===== src/rtl/alu_sequencer.sv =====
`default_nettype none
// ============================================================================
//  Module   : alu_sequencer
//  Purpose  : Two-requester round-robin front end for a shared registered ALU.
//             Arbitrates between two datapath clients, copies the winner's
//             operands and opcode onto the ALU inputs, holds them across the
//             ALU's register cycle and its flag-settling cycle, then captures
//             result and flags and pulses a per-requester done.
//  Revision : 1.0  initial release
// ----------------------------------------------------------------------------
//  Ports
//    clk          in   system clock, rising edge
//    reset        in   asynchronous active-high reset
//    req_0/req_1  in   level requests, sampled only while idle
//    a_k,b_k,op_k in   operands/opcode of requester k
//    alu_a/alu_b  out  ALU operand inputs (held while busy)
//    alu_op       out  ALU opcode (held while busy)
//    alu_out      in   ALU registered result
//    alu_flags    in   ALU flags {C,N,O,Z}
//    result       out  captured ALU result, held until next capture
//    flags        out  captured ALU flags, held until next capture
//    done_0/1     out  one-cycle pulse, result/flags valid for requester k
//    busy         out  high whenever an operation is in flight
//    grant        out  index of requester currently or last served
// ============================================================================
module alu_sequencer #(
  parameter int WIDTH = 8
) (
  input  logic             clk,
  input  logic             reset,
  input  logic             req_0,
  input  logic             req_1,
  input  logic [WIDTH-1:0] a_0,
  input  logic [WIDTH-1:0] b_0,
  input  logic [2:0]       op_0,
  input  logic [WIDTH-1:0] a_1,
  input  logic [WIDTH-1:0] b_1,
  input  logic [2:0]       op_1,
  output logic [WIDTH-1:0] alu_a,
  output logic [WIDTH-1:0] alu_b,
  output logic [2:0]       alu_op,
  input  logic [WIDTH-1:0] alu_out,
  input  logic [3:0]       alu_flags,
  output logic [WIDTH-1:0] result,
  output logic [3:0]       flags,
  output logic             done_0,
  output logic             done_1,
  output logic             busy,
  output logic             grant
);

  // --------------------------------------------------------------------------
  // State encoding
  // --------------------------------------------------------------------------
  typedef enum logic [1:0] {
    ST_IDLE    = 2'd0,
    ST_ISSUE   = 2'd1,
    ST_CAPTURE = 2'd2
  } state_t;

  state_t           state_q,  state_d;
  logic [WIDTH-1:0] alu_a_q,  alu_a_d;
  logic [WIDTH-1:0] alu_b_q,  alu_b_d;
  logic [2:0]       alu_op_q, alu_op_d;
  logic [WIDTH-1:0] result_q, result_d;
  logic [3:0]       flags_q,  flags_d;
  logic             done_0_q, done_0_d;
  logic             done_1_q, done_1_d;
  logic             grant_q,  grant_d;
  logic             last_q,   last_d;

  // Arbitration winner for the current cycle. A lone request wins outright;
  // on a tie the requester that was not served last wins.
  logic             win;

  always_comb begin : arbitrate
    win = req_1;
    if (req_0 && req_1) begin
      win = ~last_q;
    end
  end

  // --------------------------------------------------------------------------
  // Next-state and output logic
  // --------------------------------------------------------------------------
  always_comb begin : next_state
    state_d  = state_q;
    alu_a_d  = alu_a_q;
    alu_b_d  = alu_b_q;
    alu_op_d = alu_op_q;
    result_d = result_q;
    flags_d  = flags_q;
    grant_d  = grant_q;
    last_d   = last_q;
    // done is a single-cycle pulse, so it defaults low every cycle
    done_0_d = 1'b0;
    done_1_d = 1'b0;

    case (state_q)
      ST_IDLE: begin
        // ALU inputs only ever change here, on a grant edge; the requester is
        // free to change its own operands once the grant edge has passed.
        if (req_0 || req_1) begin
          state_d  = ST_ISSUE;
          grant_d  = win;
          alu_a_d  = win ? a_1  : a_0;
          alu_b_d  = win ? b_1  : b_0;
          alu_op_d = win ? op_1 : op_0;
        end
      end

      ST_ISSUE: begin
        // The ALU registers its result on this cycle's closing edge.
        state_d = ST_CAPTURE;
      end

      ST_CAPTURE: begin
        // Inputs are still held because the ALU's C and O flags decode from
        // the live opcode and operands rather than from its register.
        state_d  = ST_IDLE;
        result_d = alu_out;
        flags_d  = alu_flags;
        done_0_d = ~grant_q;
        done_1_d = grant_q;
        last_d   = grant_q;
      end

      default: begin
        state_d = ST_IDLE;
      end
    endcase
  end

  // --------------------------------------------------------------------------
  // State registers
  // --------------------------------------------------------------------------
  always_ff @(posedge clk or posedge reset) begin : regs
    if (reset) begin
      state_q  <= ST_IDLE;
      alu_a_q  <= '0;
      alu_b_q  <= '0;
      alu_op_q <= 3'b000;
      result_q <= '0;
      flags_q  <= 4'b0000;
      done_0_q <= 1'b0;
      done_1_q <= 1'b0;
      grant_q  <= 1'b0;
      // last starts at 1 so requester 0 wins the first tie
      last_q   <= 1'b1;
    end else begin
      state_q  <= state_d;
      alu_a_q  <= alu_a_d;
      alu_b_q  <= alu_b_d;
      alu_op_q <= alu_op_d;
      result_q <= result_d;
      flags_q  <= flags_d;
      done_0_q <= done_0_d;
      done_1_q <= done_1_d;
      grant_q  <= grant_d;
      last_q   <= last_d;
    end
  end

  // --------------------------------------------------------------------------
  // Outputs
  // --------------------------------------------------------------------------
  assign alu_a  = alu_a_q;
  assign alu_b  = alu_b_q;
  assign alu_op = alu_op_q;
  assign result = result_q;
  assign flags  = flags_q;
  assign done_0 = done_0_q;
  assign done_1 = done_1_q;
  assign grant  = grant_q;
  assign busy   = (state_q != ST_IDLE);

endmodule
`default_nettype wire


===== config.mk =====
export PLATFORM = sky130hd
export DESIGN_NAME = alu_sequencer
export DESIGN_NICKNAME = d
export VERILOG_FILES = /design/src/rtl/alu_sequencer.sv
export SDC_FILE = /design/constraint.sdc
export NUM_CORES = 1
export LEC_CHECK = 0
export CAP_MARGIN = 20
export CORE_ASPECT_RATIO = 1.5
export CORE_MARGIN = 5
export CORE_UTILIZATION = 31
export CTS_CLUSTER_SIZE = 40
export DETAILED_ROUTE_END_ITERATION = 10
export PLACE_DENSITY = 0.78
export SLEW_MARGIN = 20
export SYNTH_ARGS = -nofsm -noshare
export SYNTH_HDL_FRONTEND = slang
export SYNTH_SLANG_ARGS = --single-unit

===== constraint.sdc =====
create_clock -name clk -period 1.6 [get_ports clk]
set_clock_uncertainty 0.2 [all_clocks]
set_input_delay 0.32 -clock clk [delete_from_list [all_inputs] [get_ports clk]]
set_output_delay 0.32 -clock clk [all_outputs]
set_load 0.02 [all_outputs]

==> metrics.txt, run 1 <==
WP data arrival about 1.7 ns; die height 102 um; Core Area 5490 um^2; Compound-Gate Fraction of Synth Area 0.994%; reg2reg setup slack -0.14 ns; MaxCap Viol Count 0; Worst Setup SP last_q; layout cell share with drive strength beyond 1 34.6%; I/O pins 89; worst hold path type primary input to asynchronous set/reset pin; R2R Path Start last_q; clock buffer count from CTS 5; sequential share of the synthesized area 52.6%; largest family of logic cells by synthesized area multiplexers; violated checks negative setup slack; ant diodes 0; P_leak 1.36 nW; grt ovf 0; post-synth cell types 16; worst skew pair latency 0.28 ns; type of element capturing the critical path register; largest net degree at the start of global routing 38; Crit Path Class register to register; Synthesized Nets 159; clock period minus worst slack 1.74 ns; CTS tree done; critical path fanouts, max 16; max-slew violation count 0; Synth Area in Simple Gates 2.34%; drt first-iter violations 24; RePlAce Congestion 0.743; Critical Path RT 1.57 ns; crit path capture alu_a[6]; initial antenna violation count 0; R2R Path End alu_a[6]; most common cell after layout, fill and taps aside clkdlybuf4s50_1; TritonCTS Sinks 37; Final WS setup -0.141 ns; vias in the first global route 1370; number of synthesized register bits 37; Syn Area/Cell 16.8 um^2; Slew @ Worst Pin 0.266 ns; first-pass GRT wire length 6.46 mm; final-stage net count around 260; PortBufs 88; Syn-to-layout area delta 62.3%; fmax 574 MHz; site row count 33; full die area 7330 um^2; Power Total 5.06 mW; endpoints failing hold 0; RSZ-0062 raised after global routing yes; status finished, violations left; Final HPWL DP ~3.2 mm; router iterations before antenna repair 2; Pwr Density approximately 1800 nW/um^2; clock slew at reported path FFs 0.07 ns; routed wire length 4.09 mm; GR Util All Layers 11.5%; residual DRC count 0; commonest cells after routing, fill and taps aside 51 x clkdlybuf4s50_1, 38 x mux2_4, 36 x dfrtp_1, 36 x dlygate4sd2_1, 12 x mux2_2; die width 71.6 um; antenna-violating nets left 0; Post-Synth XOR/XNOR Area 0%; mux contribution to synthesized area about two fifths; Post-Syn Area 1760 um^2; final core occ 52.1%; Ys Warns 0; Relative slew margins 82.4%; clk buf depth 2; Critical Path Start Type register; Synth Area in Adders 0%; vias 1218; VDD IR max 0.000667 V; Starting Density 32.1%; Avg WL per Cell 14.9 um; Final Cycle Share 109%; Final Setup Violations 19; Gate Count Post-Synth 105; hold-fix buffer count after cts 0; via/cell ratio 4.43; Root Buffer clkbuf_8; CTS H-tree lvls 2; r2r worst-path depth 4
flip-flops by register name, indices dropped and copies added (netlist names), 2 cells and up:
signal and flops:
alu_op 3, alu_a 8, flags 4, result 8, state_q 2, alu_b 8
power by group:
group          internal [mW]  switching (mW)
clock network          0.351           0.304
logic                   1.52            1.24
registers               1.42           0.231
how the worst min path moves through the flow:
stage                    start         end  slack [ns]  cells after the start
finish                   reset    alu_b[1]        0.20                      3
global placement         grant      done_0        0.24                      1
CTS                      reset   result[4]        0.20                      3
global route             reset    alu_b[1]        0.25                      3
floorplan           state_q[1]  state_q[1]        0.23                      1
detailed placement       grant      done_0        0.25                      1
timing repair:
item / 4_1_cts / 5_1_grt
pin swaps: 0 / 1
gates cloned: 0 / 0
endpoints found under the setup margin: 54 / 20
resized for setup: 42 / 4
setup buffers: 1 / 1
synth_stat cells:
cell type / number / area share [%]
a21bo_1: 1 / 0.57
a21o_1: 1 / 0.43
buf_2: 1 / 0.28
buf_6: 4 / 2.6
clkbuf_1: 1 / 0.21
dfrtp_1: 36 / 51
dfstp_2: 1 / 1.5
inv_1: 2 / 0.43
mux2_2: 12 / 7.7
mux2_4: 38 / 32
mux2i_1: 1 / 0.57
nand2b_1: 1 / 0.36
nor2_1: 3 / 0.64
nor2_4: 1 / 0.64
nor2b_1: 1 / 0.36
or2_2: 1 / 0.36
final cells by class:
class	instances	area, um^2
Inverter	2	7.51
Timing Repair Buffer	98	966
Sequential cell	37	927
Tap cell	70	87.6
Fill cell	472	2630
Multi-Input combinational cell	60	783
Clock buffer	8	90.1
metal layers:
metal  share of wire (%)  track usage (%)  vias to the layer above  wire length [um]
met5                   0                0                        -                 0
met4                 1.6             5.64                        0                65
li1                    -                -                      563                 -
met2                  50             19.4                       69              2030
met1                  38             12.7                      580              1570
met3                  11             3.94                        6               430
cells by family after synthesis:
logic type	after synthesis
mux	51
flops	37
buf+inv	8
simple gates	7
compound gates	2
through the flow:
| step | instance area (um^2) | setup slack (ns) | instances | setup TNS [ns] | hold WS [ns] |
|---|---|---|---|---|---|
| finish | 2860 | -0.141 | 275 | -2.29 | 0.198 |
| CTS | 2850 | -0.145 | 274 | -2.48 | 0.201 |
| floorplan | 1770 | -0.0801 | 105 | -1.47 | 0.227 |
| global placement | 2790 | -0.483 | 265 | -9.09 | 0.235 |
| detailed placement | 2790 | -0.499 | 265 | -9.38 | 0.253 |
| global route | 2860 | -0.184 | 275 | -3.00 | 0.253 |
worst max-delay path, cell delays in order (launching register included):
cell and delay [ns]:
dfstp_2 0.55, a21bo_4 0.14, buf_12 0.17, mux2_4 0.31, mux2_4 0.25
(Power assumes the default switching activity.)
==> run 2: changes to the inputs <==
CORE_UTILIZATION = 36   (was 31)
HOLD_SLACK_MARGIN = 0.08   (was unset)
PLACE_DENSITY = 0.87   (was 0.78)
==> metrics.txt, run 2 (same netlist as run 1, synthesis figures left out) <==
status finished, violations left (unchanged); violated checks negative setup slack (unchanged); final std cells w/o fill 272 (was 275); clock period minus worst slack 1.76 ns (was 1.74 ns); Syn-to-layout area delta 62.8% (was 62.3%); MaxCap Viol Count 0 (unchanged); dpl ws -0.502 ns (was -0.499 ns); hold-fix buffer count after cts 0 (unchanged); M3 GR Usage 4.56% (was 3.94%); Critical Path Start Type register (unchanged); die width 67.1 um (was 71.6 um); type of element capturing the critical path register (unchanged); RSZ-0062 raised after global routing yes (unchanged); Crit Path Class register to register (unchanged); Pwr Density 1760 nW/um^2 (was 1770 nW/um^2); most common cell after layout, fill and taps aside clkdlybuf4s50_1 (unchanged); Power Total 5.06 mW (about the same); Post-Place Cells 263 (was 265); worst hold path type primary input to asynchronous set/reset pin (unchanged); clock slew at reported path FFs 0.07 ns (about the same); ant diodes 0 (unchanged); commonest cells after routing, fill and taps aside 51 x clkdlybuf4s50_1, 38 x mux2_4, 36 x dfrtp_1, 36 x dlygate4sd2_1, 12 x mux2_2 (unchanged); drt first-iter violations 84 (was 24); endpoints failing hold 0 (unchanged); VDD IR max 0.000680 V (was 0.000667 V); RePlAce Congestion 0.688 (was 0.743); CTS H-tree lvls 2 (unchanged); Slew @ Worst Pin 0.230 ns (was 0.266 ns); TritonCTS Sinks 37 (unchanged); post-CTS setup buffer count 0 (was 1); clock buffer count from CTS 5 (unchanged); site row count 31 (was 33); CTS tree done (unchanged); layout cell share with drive strength beyond 1 35.4% (was 34.6%); Worst path top cell family by delay multiplexers (unchanged); fmax 568 MHz (was 574 MHz); GR Layer Usage met2 25.6% (was 19.4%); worst skew pair latency 0.28 ns (about the same); via/cell ratio 4.56 (was 4.43); largest net degree at the start of global routing 38 (unchanged); die height 95.7 um (was 102 um); Worst path most repeated cell mux2_4 (unchanged); vias in the first global route 1332 (was 1370); Critical Path RT 1.57 ns (about the same); delay of the slowest critical-path stage 0.55 ns (about the same); Root Buffer clkbuf_8 (unchanged); Core Area 4810 um^2 (was 5490 um^2); Final WS setup -0.161 ns (was -0.141 ns); Final Setup Violations 20 (was 19); Avg WL per Cell 16.2 um (was 14.9 um); most used routing layer met2 (unchanged); initial antenna violation count 0 (unchanged); Final Cycle Share 110% (was 109%); final-stage net count 259 (was 258); GR Util All Layers 14.1% (was 11.5%); clk buf depth 2 (unchanged); first-pass GRT wire length 6.72 mm (was 6.46 mm); Global Route met1 Usage 15.0% (was 12.7%); WP data arrival 1.73 ns (was 1.71 ns); critical path's slowest cell dfstp_2 (unchanged); I/O pins 89 (unchanged); P_leak 1.37 nW (was 1.36 nW); PortBufs 88 (unchanged); antenna-violating nets left 0 (unchanged); critical path cell sequence a21bo_4, buf_12, mux2_4, mux2_4 (unchanged); critical path fanouts, max 8 (was 16); routed wire length 4.40 mm (was 4.09 mm); router iterations before antenna repair 3 (was 2); Relative slew margins 84.6% (was 82.4%); full die area 6430 um^2 (was 7330 um^2); max-slew violation count 0 (unchanged); Starting Density 36.7% (was 32.1%); vias 1241 (was 1218); Buffers & Inverters on Critical Path 1 (unchanged); Final HPWL DP 3.39 mm (was 3.17 mm); Filler cells 413 (was 472); grt ovf 0 (unchanged); residual DRC count 0 (unchanged)
## run 2: cell count changes in the layout (fill, tap and decap cells not counted)
cell,delta
buf_6,-1
clkbuf_8,-1
buf_2,+1
buf_16,+1
clkbuf_1,-1
clkinv_2,+2
## run 2: path summary, 6_finish.rpt
| kind | endpoint | from | depth (start not counted) | slack, ns |
|---|---|---|---|---|
| hold reg to reg | done_0 | grant | 1 | 0.24 |
| setup / recovery | alu_b[3] | last_q | 4 | -0.16 |
| max in group asynchronous | last_q | reset | 3 | 0.77 |
| min in group clk | done_0 | grant | 1 | 0.24 |
| hold / removal | alu_b[7] | reset | 3 | 0.18 |
| setup reg to reg | alu_b[3] | last_q | 4 | -0.16 |
## run 2: area by class of cell
cell class | instances | area [um^2] | share of cell area (%)
Inverter | 2 | 7.51 | 0.262
Clock buffer | 6 | 72.6 | 2.53
Sequential cell | 37 | 927 | 32.3
Tap cell | 66 | 82.6 | 2.88
Clock inverter | 2 | 10.0 | 0.349
Timing Repair Buffer | 99 | 987 | 34.4
Multi-Input combinational cell | 60 | 783 | 27.3
## run 2: power by group
part | internal (mW) | leakage [nW] | switching [mW]
Clock | 0.302 | 0.0450 | 0.313
Sequential | 1.42 | 0.436 | 0.235
Combinational | 1.52 | 0.884 | 1.27
Total | 3.24 | 1.37 | 1.82
## run 2: per-layer routing
metal  share of wire [%]  wire length (um)  up-vias
li1                    -                 -      566
met1                  37              1640      601
met2                  51              2240       69
met3                  11               463        5
met4                 1.3                55        0
met5                   0                 0        -
## run 2: per-stage QoR
step / instance area [um^2] / utilization (%) / hold WS [ns] / setup TNS [ns]
finish: 2870 / 59.7 / 0.181 / -2.66
global route: 2870 / 59.7 / 0.220 / -3.25
CTS: 2880 / 59.8 / 0.184 / -3.11
detailed placement: 2800 / 58.2 / 0.245 / -9.55
global placement: 2800 / 58.2 / 0.229 / -9.06
floorplan: 1770 / - / 0.227 / -1.47
## run 2: repair_timing
item | 4_1_cts | 5_1_grt
setup endpoints to repair | 54 | 20
resized for setup | 42 | 2
gates cloned | 1 | 0
pin swaps | 1 | 1
## run 2: tightest hold or removal path, stage by stage
cell and delay, ns:
clkdlybuf4s50_1 0.39, inv_1 0.09, buf_12 0.23
